File: config.mk
export PLATFORM = sky130hd
export DESIGN_NAME = pipeline_stage_regs
export DESIGN_NICKNAME = d
export VERILOG_FILES = /design/src/rtl/pipeline_stage_regs.sv
export SDC_FILE = /design/constraint.sdc
export NUM_CORES = 1
export LEC_CHECK = 0
export CORE_AREA = 8 8 452 454
export CTS_CLUSTER_DIAMETER = 100
export DETAILED_ROUTE_END_ITERATION = 8
export DIE_AREA = 0 0 460 462
export RECOVER_POWER = 50
export SLEW_MARGIN = 20
export SYNTH_ARGS = -nofsm -noshare
export SYNTH_HDL_FRONTEND = slang
export SYNTH_SLANG_ARGS = --single-unit
File: constraint.sdc
create_clock -name clk -period 1.05 [get_ports clk]
set_clock_uncertainty 0.05 [all_clocks]
set_input_delay 0.2625 -clock clk [delete_from_list [all_inputs] [get_ports clk]]
set_output_delay 0.2625 -clock clk [all_outputs]
set_load 0.05 [all_outputs]
File: src/rtl/pipeline_stage_regs.sv
// pipeline_stage_regs
// IF/ID, ID/EX and EX/MEM pipeline registers of the 5-stage 64-bit ARM-style
// core. Each stage has its own load enable so the hazard unit can stall
// stages independently. Every output is a flop output.
// Optional macro PIPE_FLUSH_EN adds per-stage synchronous flush inputs that
// zero the instruction/control fields (bubble insertion).

module pipeline_stage_regs #(
   parameter int DATA_W  = 64,
   parameter int INSTR_W = 32,
   parameter int REG_W   = 5
) (
   input  logic               clk,
   input  logic               rst,
`ifdef PIPE_FLUSH_EN
   input  logic               ifid_flush,
   input  logic               idex_flush,
   input  logic               exmem_flush,
`endif
   // IF/ID
   input  logic               ifid_en,
   input  logic [INSTR_W-1:0] ifid_instr_i,
   output logic [INSTR_W-1:0] ifid_instr_o,
   input  logic [DATA_W-1:0]  ifid_pc_i,
   output logic [DATA_W-1:0]  ifid_pc_o,
   // ID/EX
   input  logic               idex_en,
   input  logic [DATA_W-1:0]  idex_rd1_i,
   output logic [DATA_W-1:0]  idex_rd1_o,
   input  logic [DATA_W-1:0]  idex_rd2_i,
   output logic [DATA_W-1:0]  idex_rd2_o,
   input  logic [DATA_W-1:0]  idex_pc_i,
   output logic [DATA_W-1:0]  idex_pc_o,
   input  logic [DATA_W-1:0]  idex_se_i,
   output logic [DATA_W-1:0]  idex_se_o,
   input  logic [REG_W-1:0]   idex_rn_i,
   output logic [REG_W-1:0]   idex_rn_o,
   input  logic [REG_W-1:0]   idex_rm_i,
   output logic [REG_W-1:0]   idex_rm_o,
   input  logic [REG_W-1:0]   idex_rd_i,
   output logic [REG_W-1:0]   idex_rd_o,
   input  logic [5:0]         idex_ex_i,
   output logic [5:0]         idex_ex_o,
   input  logic [4:0]         idex_m_i,
   output logic [4:0]         idex_m_o,
   input  logic [1:0]         idex_wb_i,
   output logic [1:0]         idex_wb_o,
   // EX/MEM
   input  logic               exmem_en,
   input  logic [DATA_W-1:0]  exmem_alu_i,
   output logic [DATA_W-1:0]  exmem_alu_o,
   input  logic [DATA_W-1:0]  exmem_wdata_i,
   output logic [DATA_W-1:0]  exmem_wdata_o,
   input  logic [DATA_W-1:0]  exmem_addr_i,
   output logic [DATA_W-1:0]  exmem_addr_o,
   input  logic [REG_W-1:0]   exmem_rd_i,
   output logic [REG_W-1:0]   exmem_rd_o,
   input  logic [4:0]         exmem_m_i,
   output logic [4:0]         exmem_m_o,
   input  logic [1:0]         exmem_wb_i,
   output logic [1:0]         exmem_wb_o,
   input  logic [3:0]         exmem_aluflag_i,
   output logic [3:0]         exmem_aluflag_o,
   input  logic [3:0]         exmem_flag_i,
   output logic [3:0]         exmem_flag_o
);

   logic w_ifidFlush;
   logic w_idexFlush;
   logic w_exmemFlush;

`ifdef PIPE_FLUSH_EN
   assign w_ifidFlush  = ifid_flush;
   assign w_idexFlush  = idex_flush;
   assign w_exmemFlush = exmem_flush;
`else
   assign w_ifidFlush  = 1'b0;
   assign w_idexFlush  = 1'b0;
   assign w_exmemFlush = 1'b0;
`endif

   logic [INSTR_W-1:0] r_ifidInstr;
   logic [DATA_W-1:0]  r_ifidPc;

   logic [DATA_W-1:0]  r_idexRd1;
   logic [DATA_W-1:0]  r_idexRd2;
   logic [DATA_W-1:0]  r_idexPc;
   logic [DATA_W-1:0]  r_idexSe;
   logic [REG_W-1:0]   r_idexRn;
   logic [REG_W-1:0]   r_idexRm;
   logic [REG_W-1:0]   r_idexRd;
   logic [5:0]         r_idexEx;
   logic [4:0]         r_idexM;
   logic [1:0]         r_idexWb;

   logic [DATA_W-1:0]  r_exmemAlu;
   logic [DATA_W-1:0]  r_exmemWdata;
   logic [DATA_W-1:0]  r_exmemAddr;
   logic [REG_W-1:0]   r_exmemRd;
   logic [4:0]         r_exmemM;
   logic [1:0]         r_exmemWb;
   logic [3:0]         r_exmemAluFlag;
   logic [3:0]         r_exmemFlag;

   // IF/ID: flush turns the instruction into a zero bubble, PC follows the enable
   always_ff @(posedge clk or negedge rst) begin
      if (!rst) begin
         r_ifidInstr <= '0;
         r_ifidPc    <= '0;
      end else begin
         if (w_ifidFlush)
            r_ifidInstr <= '0;
         else if (ifid_en)
            r_ifidInstr <= ifid_instr_i;
         if (ifid_en)
            r_ifidPc <= ifid_pc_i;
      end
   end

   // ID/EX: flush clears EX/M/WB controls, data and register numbers follow the enable
   always_ff @(posedge clk or negedge rst) begin
      if (!rst) begin
         r_idexRd1 <= '0;
         r_idexRd2 <= '0;
         r_idexPc  <= '0;
         r_idexSe  <= '0;
         r_idexRn  <= '0;
         r_idexRm  <= '0;
         r_idexRd  <= '0;
         r_idexEx  <= '0;
         r_idexM   <= '0;
         r_idexWb  <= '0;
      end else begin
         if (w_idexFlush) begin
            r_idexEx <= '0;
            r_idexM  <= '0;
            r_idexWb <= '0;
         end else if (idex_en) begin
            r_idexEx <= idex_ex_i;
            r_idexM  <= idex_m_i;
            r_idexWb <= idex_wb_i;
         end
         if (idex_en) begin
            r_idexRd1 <= idex_rd1_i;
            r_idexRd2 <= idex_rd2_i;
            r_idexPc  <= idex_pc_i;
            r_idexSe  <= idex_se_i;
            r_idexRn  <= idex_rn_i;
            r_idexRm  <= idex_rm_i;
            r_idexRd  <= idex_rd_i;
         end
      end
   end

   // EX/MEM: flush clears M/WB controls, results and flags follow the enable
   always_ff @(posedge clk or negedge rst) begin
      if (!rst) begin
         r_exmemAlu     <= '0;
         r_exmemWdata   <= '0;
         r_exmemAddr    <= '0;
         r_exmemRd      <= '0;
         r_exmemM       <= '0;
         r_exmemWb      <= '0;
         r_exmemAluFlag <= '0;
         r_exmemFlag    <= '0;
      end else begin
         if (w_exmemFlush) begin
            r_exmemM  <= '0;
            r_exmemWb <= '0;
         end else if (exmem_en) begin
            r_exmemM  <= exmem_m_i;
            r_exmemWb <= exmem_wb_i;
         end
         if (exmem_en) begin
            r_exmemAlu     <= exmem_alu_i;
            r_exmemWdata   <= exmem_wdata_i;
            r_exmemAddr    <= exmem_addr_i;
            r_exmemRd      <= exmem_rd_i;
            r_exmemAluFlag <= exmem_aluflag_i;
            r_exmemFlag    <= exmem_flag_i;
         end
      end
   end

   assign ifid_instr_o    = r_ifidInstr;
   assign ifid_pc_o       = r_ifidPc;
   assign idex_rd1_o      = r_idexRd1;
   assign idex_rd2_o      = r_idexRd2;
   assign idex_pc_o       = r_idexPc;
   assign idex_se_o       = r_idexSe;
   assign idex_rn_o       = r_idexRn;
   assign idex_rm_o       = r_idexRm;
   assign idex_rd_o       = r_idexRd;
   assign idex_ex_o       = r_idexEx;
   assign idex_m_o        = r_idexM;
   assign idex_wb_o       = r_idexWb;
   assign exmem_alu_o     = r_exmemAlu;
   assign exmem_wdata_o   = r_exmemWdata;
   assign exmem_addr_o    = r_exmemAddr;
   assign exmem_rd_o      = r_exmemRd;
   assign exmem_m_o       = r_exmemM;
   assign exmem_wb_o      = r_exmemWb;
   assign exmem_aluflag_o = r_exmemAluFlag;
   assign exmem_flag_o    = r_exmemFlag;

endmodule

==> results.ini <==
[status]
status=finished, violations left
violations=setup timing

[critical_path]
critical_path_class=register to output port
timing.rr.end=exmem_addr_o[26]$_DFFE_PN0P_
slowest_stage=dfrtp_2
crit_fanout=2
required_ns=0.74
crit_path_cell_trace=buf_12
start_kind=register
critPathTopFamily=flip-flops
slowest_delay_ns=0.48
critPathBufInv=1
ff2ff_path_depth=3
rrSetupSlack_ns=-0.08
cp.arrival_ns=1.38
end_kind=output port
worstReg2RegStart=exmem_addr_o[26]$_DFFE_PN0P_

[clock_network]
path_clk_slew_ns=0.06
htree_levels=3
cts_tree=built
insertion_delay_ns=0.70
cts_made_buffers=76
cts_root_buffer=clkbuf_16
cts.sinks=592
clockBufferDepth=3

[place]
place_inst=5121
io_buffers=1188
dp_hpwl_um=104000
gp_congestion=0.820

[synthesis]
netlist_area_um2=22300
ys_warn_count=0
synthSimpleGateAreaFrac_pct=0
synth_nets=1848
synth_mux_area_share_pct=30.4
syn_inst=1251
synth_compound_area_share_pct=0
synth_fa_ha_area_share_pct=0
yosys.cell_types.count=6
synthXorXnorAreaFrac_pct=0
ys_seq_area_share_pct=66.5
syn_area_per_cell_um2=17.8
yosys_register_bits=592
synth_top_family_by_area=multiplexers

[global_routing]
grt_max_degree=39
grt_pass1_wl_um=165000
antenna_found_initial=40
overflow=0
track_usage_pct=11.1
first_global_vias=18900

[route]
dr.pass1.iters=4
ant_nets=0
drt_iter0_markers=641
drt_wl_total_um=124000
num_vias=16900
viasPerCell=3.10
route.detailed.drc=0
wire_per_inst_um=22.9

[finish]
area.growth.synth_to_final_pct=117
layout.cells.non_filler=5439
fill_cells=20300
drive_above_1_share_pct=57.6
num-nets-final=3320
final_util_pct=24.6

[min_path]
whs_path_depth=3
hp-class=primary input to register
hold_end=ifid_pc_o[48]$_DFFE_PN0P_
hold_path.startpoint=ifid_en

[power]
p_leak_uw=0.0204
irDropWorstVdd_mv=1.21
power_density_nw_per_um2=1710

[floorplanning]
start_util_pct=11.3
coreArea_um2=197000
die_w_um=460
io-pin-count=1189
placementRows=163
fp.dieH_um=462
dieArea_um2=213000

[sta]
max_freq_mhz=592
rsz0062_at_grt=yes
relSlewSlack_pct=52.0
fin_hold_ws_ns=0.0378
setup_viol=792
hold_viol_final=0
tightestPinTransition_ns=0.720
setup_tns_ns=-323.30
min_period_ns=1.69
setup_ws_ns=-0.639
slew_viol_final=0
fin_crit_sh_pct=161

[run]
cap_violations=0

[metrics by stage]
| stage | setup WS, ns | total power, µW | cell area, µm² |
|---|---|---|---|
| after floorplan | -0.0819 | 38200 | 22900 |
| after global placement | -0.398 | 54600 | 44400 |
| after detailed placement | -0.409 | 54800 | 44400 |
| after CTS | -0.770 | 84200 | 48000 |
| after global routing | -0.718 | 86000 | 48400 |
| final | -0.639 | 82700 | 48400 |
[registers in the layout (all words and copies together) (netlist names), 32 cells and up]
name,count
exmem_addr_o,64
exmem_alu_o,64
exmem_wdata_o,64
idex_pc_o,64
idex_rd1_o,64
idex_rd2_o,64
idex_se_o,64
ifid_pc_o,64
ifid_instr_o,32
[worst min-delay path: cells and delay by family]
family   cells  cell delay (ns)
buf+inv      2             0.27
mux          1             0.17
[cell usage in the layout (no fill, tap or decap)]
master and n:
mux2_1 11, clkdlybuf4s50_1 592, buf_8 2, mux2_4 149, buf_6 1, buf_4 210
clkbuf_16 77, clkbuf_2 5, clkbuf_8 16, dfrtp_1 532, clkinvlp_4 3, buf_12 619
clkbuf_1 15, mux2_2 432, dlygate4sd3_1 28, inv_6 4, dfrtp_2 60, clkinv_16 3
diode_2 18, clkinv_4 1, clkbuf_4 4, clkinv_2 7, bufinv_16 7, inv_8 1
inv_16 2
[metal layers]
layer,global-route usage (%),up-vias,part of all wire [%]
li1,-,7395,-
met1,12.1,8360,37
met2,17.6,894,46
met3,6.85,184,14
met4,4.42,18,3.5
met5,0,-,0.089
[cell usage after synthesis]
cell type / n / area, µm²
buf_2: 12 / 60.1
buf_6: 55 / 619
dfrtp_1: 592 / 14800
mux2_1: 14 / 158
mux2_2: 548 / 6170
mux2_4: 30 / 450
[kinds of logic (layout without fill, tap and decap cells)]
family       after synthesis  in the layout
buf+inv                   67           1597
flops                    592            592
mux                      592            592
other cells                0             18
[repair_timing]
action	CTS	global route
hold endpoints to repair	632	4
setup endpoints to repair	592	608
buffers inserted	88	48
hold buffers	29	3
resized for setup	50	10
[cell type report]
type,count,area [µm²],area share [%]
Timing Repair Buffer,1461,20300,41.9
Sequential cell,592,14900,30.8
Multi-Input combinational cell,592,7230,14.9
Tap cell,2640,3300,6.83
Clock buffer,108,2200,4.55
Clock inverter,28,453,0.936
Antenna cell,18,45.0,0.0931
[worst max-delay path by stage]
stage	from	to	slack (ns)	depth (start not counted)
final	exmem_alu_o[25]$_DFFE_PN0P_	exmem_alu_o[25]	-0.64	1
after global routing	exmem_alu_o[32]$_DFFE_PN0P_	exmem_alu_o[32]	-0.72	1
after CTS	exmem_alu_o[25]$_DFFE_PN0P_	exmem_alu_o[25]	-0.77	1
after detailed placement	exmem_en	exmem_addr_o[62]$_DFFE_PN0P_	-0.41	3
after global placement	exmem_en	exmem_addr_o[39]$_DFFE_PN0P_	-0.40	3
after floorplan	exmem_en	exmem_alu_o[25]$_DFFE_PN0P_	-0.08	4
[power by group]
part           switching (µW)  internal (µW)  total, µW
clock                   11300          16500      27800
sequential               2820          25200      28000
combinational           13000          13900      26900
Power figures use the tool's default switching activity.
